`config.mk`:
```
export PLATFORM = sky130hd
export DESIGN_NAME = phase_seq_gen
export DESIGN_NICKNAME = d
export VERILOG_FILES = /design/src/rtl/phase_seq_pkg.sv /design/src/rtl/phase_seq_dwell.sv /design/src/rtl/phase_seq_gen.sv
export SDC_FILE = /design/constraint.sdc
export NUM_CORES = 1
export LEC_CHECK = 0
export ABC_CLOCK_PERIOD_IN_PS = 7250
export CORE_MARGIN = 10
export CORE_UTILIZATION = 38
export CTS_BUF_LIST = sky130_fd_sc_hd__clkbuf_2
export DETAILED_ROUTE_END_ITERATION = 10
export PLACE_DENSITY_LB_ADDON = 0.15
export SYNTH_ARGS = -nofsm -noshare
export SYNTH_HDL_FRONTEND = slang
export SYNTH_SLANG_ARGS = --single-unit
```
`constraint.sdc`:
```
create_clock -name clk -period 7.25 [get_ports clk]
set_clock_uncertainty 0.15 [all_clocks]
set_input_delay 1.45 -clock clk [delete_from_list [all_inputs] [get_ports clk]]
set_output_delay 1.45 -clock clk [all_outputs]
set_load 0.005 [all_outputs]
```
`src/rtl/phase_seq_pkg.sv`:
```
// phase_seq_pkg: shared state type and width helpers for the phase sequencer.
// Contents:
//   state_t      - FSM states; HOLD exists only when PHASE_SEQ_STEP_EN is defined
//   phase_idx_w  - phase-index width, $clog2(NUM_PHASES)
//   dwell_w      - dwell-counter width, sized from the larger of HIGH_CYC and GAP_CYC
// Build option: PHASE_SEQ_STEP_EN adds the HOLD state used by single-step mode.
package phase_seq_pkg;
    typedef enum logic [2:0] {
        ST_IDLE,
        ST_HIGH,
        ST_GAP,
`ifdef PHASE_SEQ_STEP_EN
        ST_HOLD,
`endif
        ST_DONE
    } state_t;
    function automatic int phase_idx_w(input int num_phases);
        return (num_phases > 1) ? $clog2(num_phases) : 1;
    endfunction
    // The counter is loaded with (cycles - 1), so the larger dwell bounds the width.
    function automatic int dwell_w(input int high_cyc, input int gap_cyc);
        int m;
        m = (high_cyc > gap_cyc) ? high_cyc : gap_cyc;
        return (m > 1) ? $clog2(m) : 1;
    endfunction
endpackage

```
`src/rtl/phase_seq_dwell.sv`:
```
// phase_seq_dwell: loadable down-counter timing the HIGH and GAP dwell of each phase.
// Ports:
//   clk, rst_n  clock, asynchronous active-low reset
//   load        load load_val this cycle (takes priority over counting)
//   load_val    value to load, i.e. dwell length minus one
//   cnt         current count, holds at zero
//   expired     current cycle is the last one of the dwell
module phase_seq_dwell
    import phase_seq_pkg::*;
#(
    parameter int W = 1
) (
    input  logic         clk,
    input  logic         rst_n,
    input  logic         load,
    input  logic [W-1:0] load_val,
    output logic [W-1:0] cnt,
    output logic         expired
);
    always_ff @(posedge clk or negedge rst_n) begin
        if (!rst_n) cnt <= '0;
        else if (load) cnt <= load_val;
        else if (cnt != '0) cnt <= cnt - 1'b1;
    end
    assign expired = (cnt == '0);
endmodule

```
`src/rtl/phase_seq_gen.sv`:
```
// phase_seq_gen: non-overlapping multi-phase enable sequencer with round counting.
// Ports:
//   clk, rst_n        clock, asynchronous active-low reset
//   start, stop       begin a run / stop gracefully at the end of the current round
//   step_mode, step   (PHASE_SEQ_STEP_EN only) pause in HOLD between rounds, resume on step
//   run_len           rounds per run, 0 = free-run; latched on an accepted start
//   phase_en          registered one-hot phase strobes
//   round_tick        pulse in the last cycle of every completed round
//   round_cnt         rounds completed since the last accepted start (wraps)
//   busy              high in HIGH, GAP and HOLD
//   done              sticky, set when run_len rounds have completed
// Build option: define PHASE_SEQ_STEP_EN to add single-step mode and the HOLD state.
module phase_seq_gen
    import phase_seq_pkg::*;
#(
    parameter int NUM_PHASES = 2,
    parameter int HIGH_CYC   = 1,
    parameter int GAP_CYC    = 1,
    parameter int CNT_W      = 16
) (
    input  logic                  clk,
    input  logic                  rst_n,
    input  logic                  start,
    input  logic                  stop,
`ifdef PHASE_SEQ_STEP_EN
    input  logic                  step_mode,
    input  logic                  step,
`endif
    input  logic [CNT_W-1:0]      run_len,
    output logic [NUM_PHASES-1:0] phase_en,
    output logic                  round_tick,
    output logic [CNT_W-1:0]      round_cnt,
    output logic                  busy,
    output logic                  done
);
    localparam int PW = phase_idx_w(NUM_PHASES);
    localparam int DW = dwell_w(HIGH_CYC, GAP_CYC);
    localparam logic [PW-1:0] LAST = PW'(NUM_PHASES - 1);
    localparam logic [DW-1:0] HIGH_LD = DW'(HIGH_CYC - 1);
    localparam logic [DW-1:0] GAP_LD = DW'((GAP_CYC > 0) ? GAP_CYC - 1 : 0);
    localparam logic [NUM_PHASES-1:0] ONE = NUM_PHASES'(1);
    state_t st, nst;
    logic [PW-1:0] ph, nph;
    logic [DW-1:0] ld_val, dcnt, ndcnt;
    logic [CNT_W-1:0] len_q, ncnt;
    logic stop_q, nstop, stop_any, ld, adv, expired, fin, ndone, nbusy, nlast, acc;
    phase_seq_dwell #(.W(DW)) u_dwell (
        .clk(clk),
        .rst_n(rst_n),
        .load(ld),
        .load_val(ld_val),
        .cnt(dcnt),
        .expired(expired)
    );
    assign acc = start && (st == ST_IDLE || st == ST_DONE);
    // A stop sampled on the round-ending edge itself still ends that round.
    assign stop_any = stop_q | stop;
    assign fin = (len_q != '0) && (round_cnt + 1'b1 == len_q);
    always_comb begin
        nst    = st;
        nph    = ph;
        ld     = 1'b0;
        ld_val = HIGH_LD;
        ncnt   = round_cnt;
        ndone  = done;
        nstop  = stop_q | (busy & stop);
        adv    = 1'b0;
        case (st)
            ST_IDLE, ST_DONE: if (start) begin
                nst   = ST_HIGH;
                nph   = '0;
                ld    = 1'b1;
                ncnt  = '0;
                ndone = 1'b0;
            end
            ST_HIGH: if (expired) begin
                if (GAP_CYC != 0) begin
                    nst    = ST_GAP;
                    ld     = 1'b1;
                    ld_val = GAP_LD;
                end else adv = 1'b1;
            end
            ST_GAP: adv = expired;
`ifdef PHASE_SEQ_STEP_EN
            ST_HOLD: if (stop_any) nst = ST_IDLE;
            else if (step) begin
                nst = ST_HIGH;
                nph = '0;
                ld  = 1'b1;
            end
`endif
            default: nst = ST_IDLE;
        endcase
        // End of a phase: move to the next phase, or close the round.
        if (adv) begin
            nst = ST_HIGH;
            ld  = 1'b1;
            if (ph != LAST) nph = ph + 1'b1;
            else begin
                nph  = '0;
                ncnt = round_cnt + 1'b1;
                if (fin) begin
                    nst   = ST_DONE;
                    ndone = 1'b1;
                end else if (stop_any) nst = ST_IDLE;
`ifdef PHASE_SEQ_STEP_EN
                else if (step_mode) nst = ST_HOLD;
`endif
            end
        end
        // Any stop seen while idle or done is discarded; start always wins there.
        if (nst == ST_IDLE || nst == ST_DONE) nstop = 1'b0;
        nbusy = (nst == ST_HIGH) || (nst == ST_GAP);
`ifdef PHASE_SEQ_STEP_EN
        nbusy = nbusy || (nst == ST_HOLD);
`endif
        // round_tick is registered, so predict whether the next cycle closes a round.
        ndcnt = ld ? ld_val : (expired ? '0 : dcnt - 1'b1);
        nlast = (nph == LAST) && (ndcnt == '0) &&
                (nst == ST_GAP || (nst == ST_HIGH && GAP_CYC == 0));
    end
    always_ff @(posedge clk or negedge rst_n) begin
        if (!rst_n) begin
            st         <= ST_IDLE;
            ph         <= '0;
            stop_q     <= 1'b0;
            len_q      <= '0;
            phase_en   <= '0;
            round_tick <= 1'b0;
            round_cnt  <= '0;
            busy       <= 1'b0;
            done       <= 1'b0;
        end else begin
            st         <= nst;
            ph         <= nph;
            stop_q     <= nstop;
            if (acc) len_q <= run_len;
            phase_en   <= (nst == ST_HIGH) ? ONE << nph : '0;
            round_tick <= nlast;
            round_cnt  <= ncnt;
            busy       <= nbusy;
            done       <= ndone;
        end
    end
endmodule
```
Yosys cells after proc, flatten, opt, wreduce, memory -nomap -nowiden
Cells that the tools add are included.
- flip-flop bits (word level): 43
- bits in latches: 0
- memory bits (writable): 0
- ROM bits: 0
- input port bits: 20
- output and inout port bits: 21
- logic and storage cells: 66
- memories: 0
- $add $sub $neg: 3
- $mul: 0
- div/mod/pow operators: 0
- $lt $le $gt $ge: 0
- eq/ne operators: 7
- shift operators: 1
- muxes and demuxes: 29
- bitwise logic cells: 5
- reduce and logical (&&, ||, !) cells: 11
- operators with widths (operator ; number):
    $mux 16 ; 4
    $mux 1 ; 17
    $add 16x1->16 const B ; 1
    $eq 16x16->1 ; 1
    $reduce_bool 16->1 ; 1
    $eq 3x2->1 const B ; 4
    $mux 3 ; 3
    $pmux 3 s3 ; 1
    $eq 3x1->1 const B ; 2
    $logic_not 3->1 ; 2
    $mux 2 ; 3
    $logic_and 1x1->1 ; 4
    $logic_or 1x1->1 ; 3
    $not 1->1 ; 2
    $or 1x1->1 ; 2
    $pmux 1 s2 ; 1
    $reduce_or 2->1 ; 1
    $shl 1x1->2 const A ; 1
    $add 1x1->1 const B ; 1
    $and 1x1->1 ; 1
    $sub 1x1->1 const B ; 1

Longest topological paths before layout
- word-level depth: 9
- gate-level depth with buffers: 9
- depth with buffers taken out: 7

Cells and area by module
From an unflattened synthesis, not the netlist that was laid out.
- cells, all modules: 274
- area, all modules: 2561.2 µm²
- modules (own cells, without submodules) (module ; times used ; cells each ; area each (µm²) ; sequential area each (µm²)):
    phase_seq_gen ; 1 ; 271 ; 2526.2 ; 1051.0
    phase_seq_dwell ; 1 ; 3 ; 35.0 ; 25.0

Worst setup path before layout
OpenSTA, ideal clock, no wires.
- path type: flip-flop to flip-flop
- from: register round_cnt[0]
- to: register busy
- setup time: 0.125 ns
- arrival: 2.558 ns
- data required time: 6.975 ns
- setup slack: 4.416 ns
- stages on the path, launching flop included: 9
- buffers on the path: 1
- clock period less this slack: 2.834 ns
- cells stage by stage: dfrtp_1 ha_1 and3_1 and3_1 nor2_1 or4_1 or4_1 buf_2 mux2_4
- word-level cells in the longest chain between the ends: 8
- elaborated cells between the ends (all ways): 9
- classes of those cells: add/sub (1); eq/ne (3); mux (3); reduce/logical (2)
- RTL lines (what ; line ; source):
    start: declaration ; phase_seq_gen.sv:32 ; output logic [CNT_W-1:0] round_cnt,
    start signal: assignment ; phase_seq_gen.sv:140 ; round_cnt <= ncnt;
    $add 16x1->16 (*) ; phase_seq_gen.sv:58 ; assign fin = (len_q != '0) && (round_cnt + 1'b1 == len_q);
    $eq 16x16->1 (*) ; phase_seq_gen.sv:58 ;
    $logic_and 1x1->1 (*) ; phase_seq_gen.sv:58 ;
    $mux 2 (*) ; phase_seq_gen.sv:102 ; if (fin) begin
    $mux 2 (*) ; phase_seq_gen.sv:98 ; if (ph != LAST) nph = ph + 1'b1;
    $mux 3 (*) ; phase_seq_gen.sv:95 ; if (adv) begin
    $eq 3x1->1 or $eq 3x2->1 (tied branches) ; phase_seq_gen.sv:113 ; nbusy = (nst == ST_HIGH) || (nst == ST_GAP);
    $logic_or 1x1->1 (*) ; phase_seq_gen.sv:113 ;
    via nbusy ; phase_seq_gen.sv:46 ; logic stop_q, nstop, stop_any, ld, adv, expired, fin, ndone, nbusy, nlast, acc;
    end signal: assignment ; phase_seq_gen.sv:141 ; busy <= nbusy;
    end: declaration ; phase_seq_gen.sv:33 ; output logic busy,
Mark *: on every way through the listed nets, which the timed path passes. The rest lies on a longest branch.
A chain may end at the register's enable or synchronous reset.

Worst setup path after layout
- from: register round_cnt[0]
- to: register phase_en[0]
- word-level cells in the longest chain between the ends: 8
- RTL lines (what ; line ; source):
    $add 16x1->16 ; phase_seq_gen.sv:58 ;
    $eq 16x16->1 ; phase_seq_gen.sv:58 ;
    $logic_and 1x1->1 ; phase_seq_gen.sv:58 ;
    $mux 2 ; phase_seq_gen.sv:102 ;
    $mux 2 ; phase_seq_gen.sv:98 ;
    $mux 3 ; phase_seq_gen.sv:95 ;
    $eq 3x1->1 ; phase_seq_gen.sv:138 ; phase_en <= (nst == ST_HIGH) ? ONE << nph : '0;
    $mux 2 ; phase_seq_gen.sv:138 ;
    end signal: assignment ; phase_seq_gen.sv:138 ;
    end: declaration ; phase_seq_gen.sv:30 ; output logic [NUM_PHASES-1:0] phase_en,
Every way passes these cells.

==> impl_results.md <==
- Crit path max fanout: 9
- Count of pins over their slew limit: 0
- DR WL/cell: 16.3 um
- Area of the core: 0.00599 mm2
- Starting Density: 39.5%
- Slowest stage delay, CP: 660 ps
- Status: finished, final reports clean
- I/O Buffers: 40
- Final number of hold-violating endpoints: 0
- Critical path capture point type: flip-flop
- Sequential area share after synthesis: 44.4%
- Nature of the critical path startpoint: flip-flop
- Mapped Cells: 249
- Fin crit period: 3290 ps
- # IOs: 41
- Post-cts hold buffer count: 0
- Async SR Flop Fraction: 100%
- Post CTS Setup Buffer Count: 0
- Final Worst Setup Slack: 3960 ps
- Crit-path leading delay family: simple AND/OR/NAND/NOR gates
- Worst path slowest cell: or4_1
- Clk root buf: clkbuf_2
- Post-Place Cells: 348
- Synth Warn #: 0
- Rel. slew slack: 36.6%
- TritonRoute pass-1 iters: 4
- Peak supply drop: 0.000102 V
- Initial antenna violation count: 0
- Util after Layout: 47.5%
- Gr usage total: 12.2%
- Via count: 1,943
- Crit path cell chain: ha_1 -> and3_1 -> and3_1 -> nor2_1 -> or4_1 -> or4_1 -> mux2_4
- Sink Count: 42
- Max Cap Viol: 0
- LEAKAGE: 1.13 nW
- Final global-route overflow total: 0
- CTS buffer count: 5
- Max Freq: 0.304 GHz
- Syn Area/Cell: 9.51 um2
- Flip-flop and latch count after synthesis: 42
- Site Rows: 28
- Finish-stage setup viols: 0
- CTS tree: built
- Pwr/cell area: 181 mW/mm2
- Final non-filler cell total: 356
- Vias in the first global route: 1,961
- N_diodes: 0
- Drt initial violations: 92
- Pin count of the biggest net entering global routing: 43
- Synthesized area: 0.00237 mm2
- Main flop type after synthesis: dfrtp_1
- RSZ-0062 raised after global routing: no
- First-pass GRT wire length: 10,000 um
- Drc violations: 0
- Most frequent cells in the layout: 42 x dfrtp_1, 39 x clkdlybuf4s50_1, 26 x o21ai_0
- CP Class: flip-flop to flip-flop
- Worst EP required: 7400 ps
- Worst Path Arrival: 3440 ps
- Reg clk slew, reported paths: 210 ps
- Post-DRT Antenna Nets: 0
- Longest Clk Path Bufs: 2
- Synth Net Count: 270
- Die ar.: 0.00979 mm2
- # nets final: 301
- # resized after CTS: 0
- Vert. Die Dim: 99.0 um
- DP Worst Slack: 3700 ps
- EDFF count, synth: 0
- Final TNS setup: 0 ps
- Layout cells sized above 1: 11.4%
- Hpwl dp: 4330 um
- Vias per cell: 5.46
- WL final: 5810 um
- Later-pin clock latency in the skew report: 410 ps
- Area grow syn2layout: 20.0%
- Hold Crit Class: flip-flop to flip-flop
- Die Width: 99.0 um
- Worst-Margin Slew: 950 ps
- Fin crit share: 45.4%
- Gpl congestion: 0.840
- CP bufs+invs: 0
- Hold WS: 383 ps
- Commonest non-fill, non-tap cell in the layout: dfrtp_1
- Distinct cells, synth: 43
- H-tree depth: 2
synthesized netlist by cell type, drive strengths merged (6+ instances only):
library cell / n / area (um2)
nor4: 8 / 50.1
buf: 7 / 52.5
dfrtp: 42 / 1050
nand2: 16 / 60.1
nor3: 6 / 30.0
nand3: 9 / 45.0
nor2: 20 / 77.6
xnor2: 10 / 87.6
xor2: 10 / 87.6
mux2: 18 / 210
o21ai: 27 / 135
nand4: 6 / 37.5
clkbuf: 10 / 40.0
power by group:
group          total (mW)  leakage (nW)  internal (mW)  switching, mW
Clock               0.137        0.0432         0.0614         0.0755
Combinational      0.0930         0.542         0.0549         0.0381
Sequential          0.285         0.544          0.257         0.0283
Total               0.515          1.13          0.373          0.142
worst paths after layout:
check,from,to,slack (ps),cells after the start
min in group asynchronous,rst_n,round_tick$_DFF_PN0_,990,1
worst max-delay path,round_cnt[0]$_DFF_PN0_,phase_en[0]$_DFF_PN0_,3960,7
worst max register to register,round_cnt[0]$_DFF_PN0_,phase_en[0]$_DFF_PN0_,3960,7
worst min-delay path,ph$_DFF_PN0_,phase_en[1]$_DFF_PN0_,380,1
max in group asynchronous,rst_n,len_q[7]$_DFFE_PN0P_,5350,1
worst min register to register,ph$_DFF_PN0_,phase_en[1]$_DFF_PN0_,380,1
sequential cells by signal (all words and copies together) (netlist names):
name        flops
round_cnt      16
stop_q          1
ph              1
len_q          16
phase_en        2
round_tick      1
busy            1
st              3
done            1
cells by family after synthesis:
| group | share of synthesized area [%] |
|---|---|
| buf+inv | 4.70 |
| other cells | 0.158 |
| fa+ha+maj | 0.528 |
| xor+xnor | 7.40 |
| mux | 8.87 |
| simple gates | 19.3 |
| compound gates | 14.7 |
| flops | 44.4 |
metal layers:
metal	global-route usage [%]	vias to the layer above	wire, um
met5	0	-	0
met4	3.31	0	36
met3	3.84	5	294
met2	17.9	48	2560
met1	16.7	931	2910
li1	-	959	-
area by class of cell:
class / instances / area (um2)
clock inverters: 1 / 30.0
repair buffers: 41 / 403
multi-input cells: 185 / 1210
flip-flops and latches: 42 / 1050
well taps: 75 / 93.8
clock buffers: 7 / 35.0
fillers: 599 / 3150
inverters: 5 / 18.8
metrics by stage:
| step | total power [mW] | cell area [um2] |
|---|---|---|
| finish | 0.515 | 2840 |
| CTS | 0.522 | 2840 |
| global route | 0.545 | 2840 |
| global placement | 0.381 | 2780 |
| floorplan | 0.345 | 2370 |
| detailed placement | 0.383 | 2780 |
No activity file was read; power rests on OpenSTA's default activity.
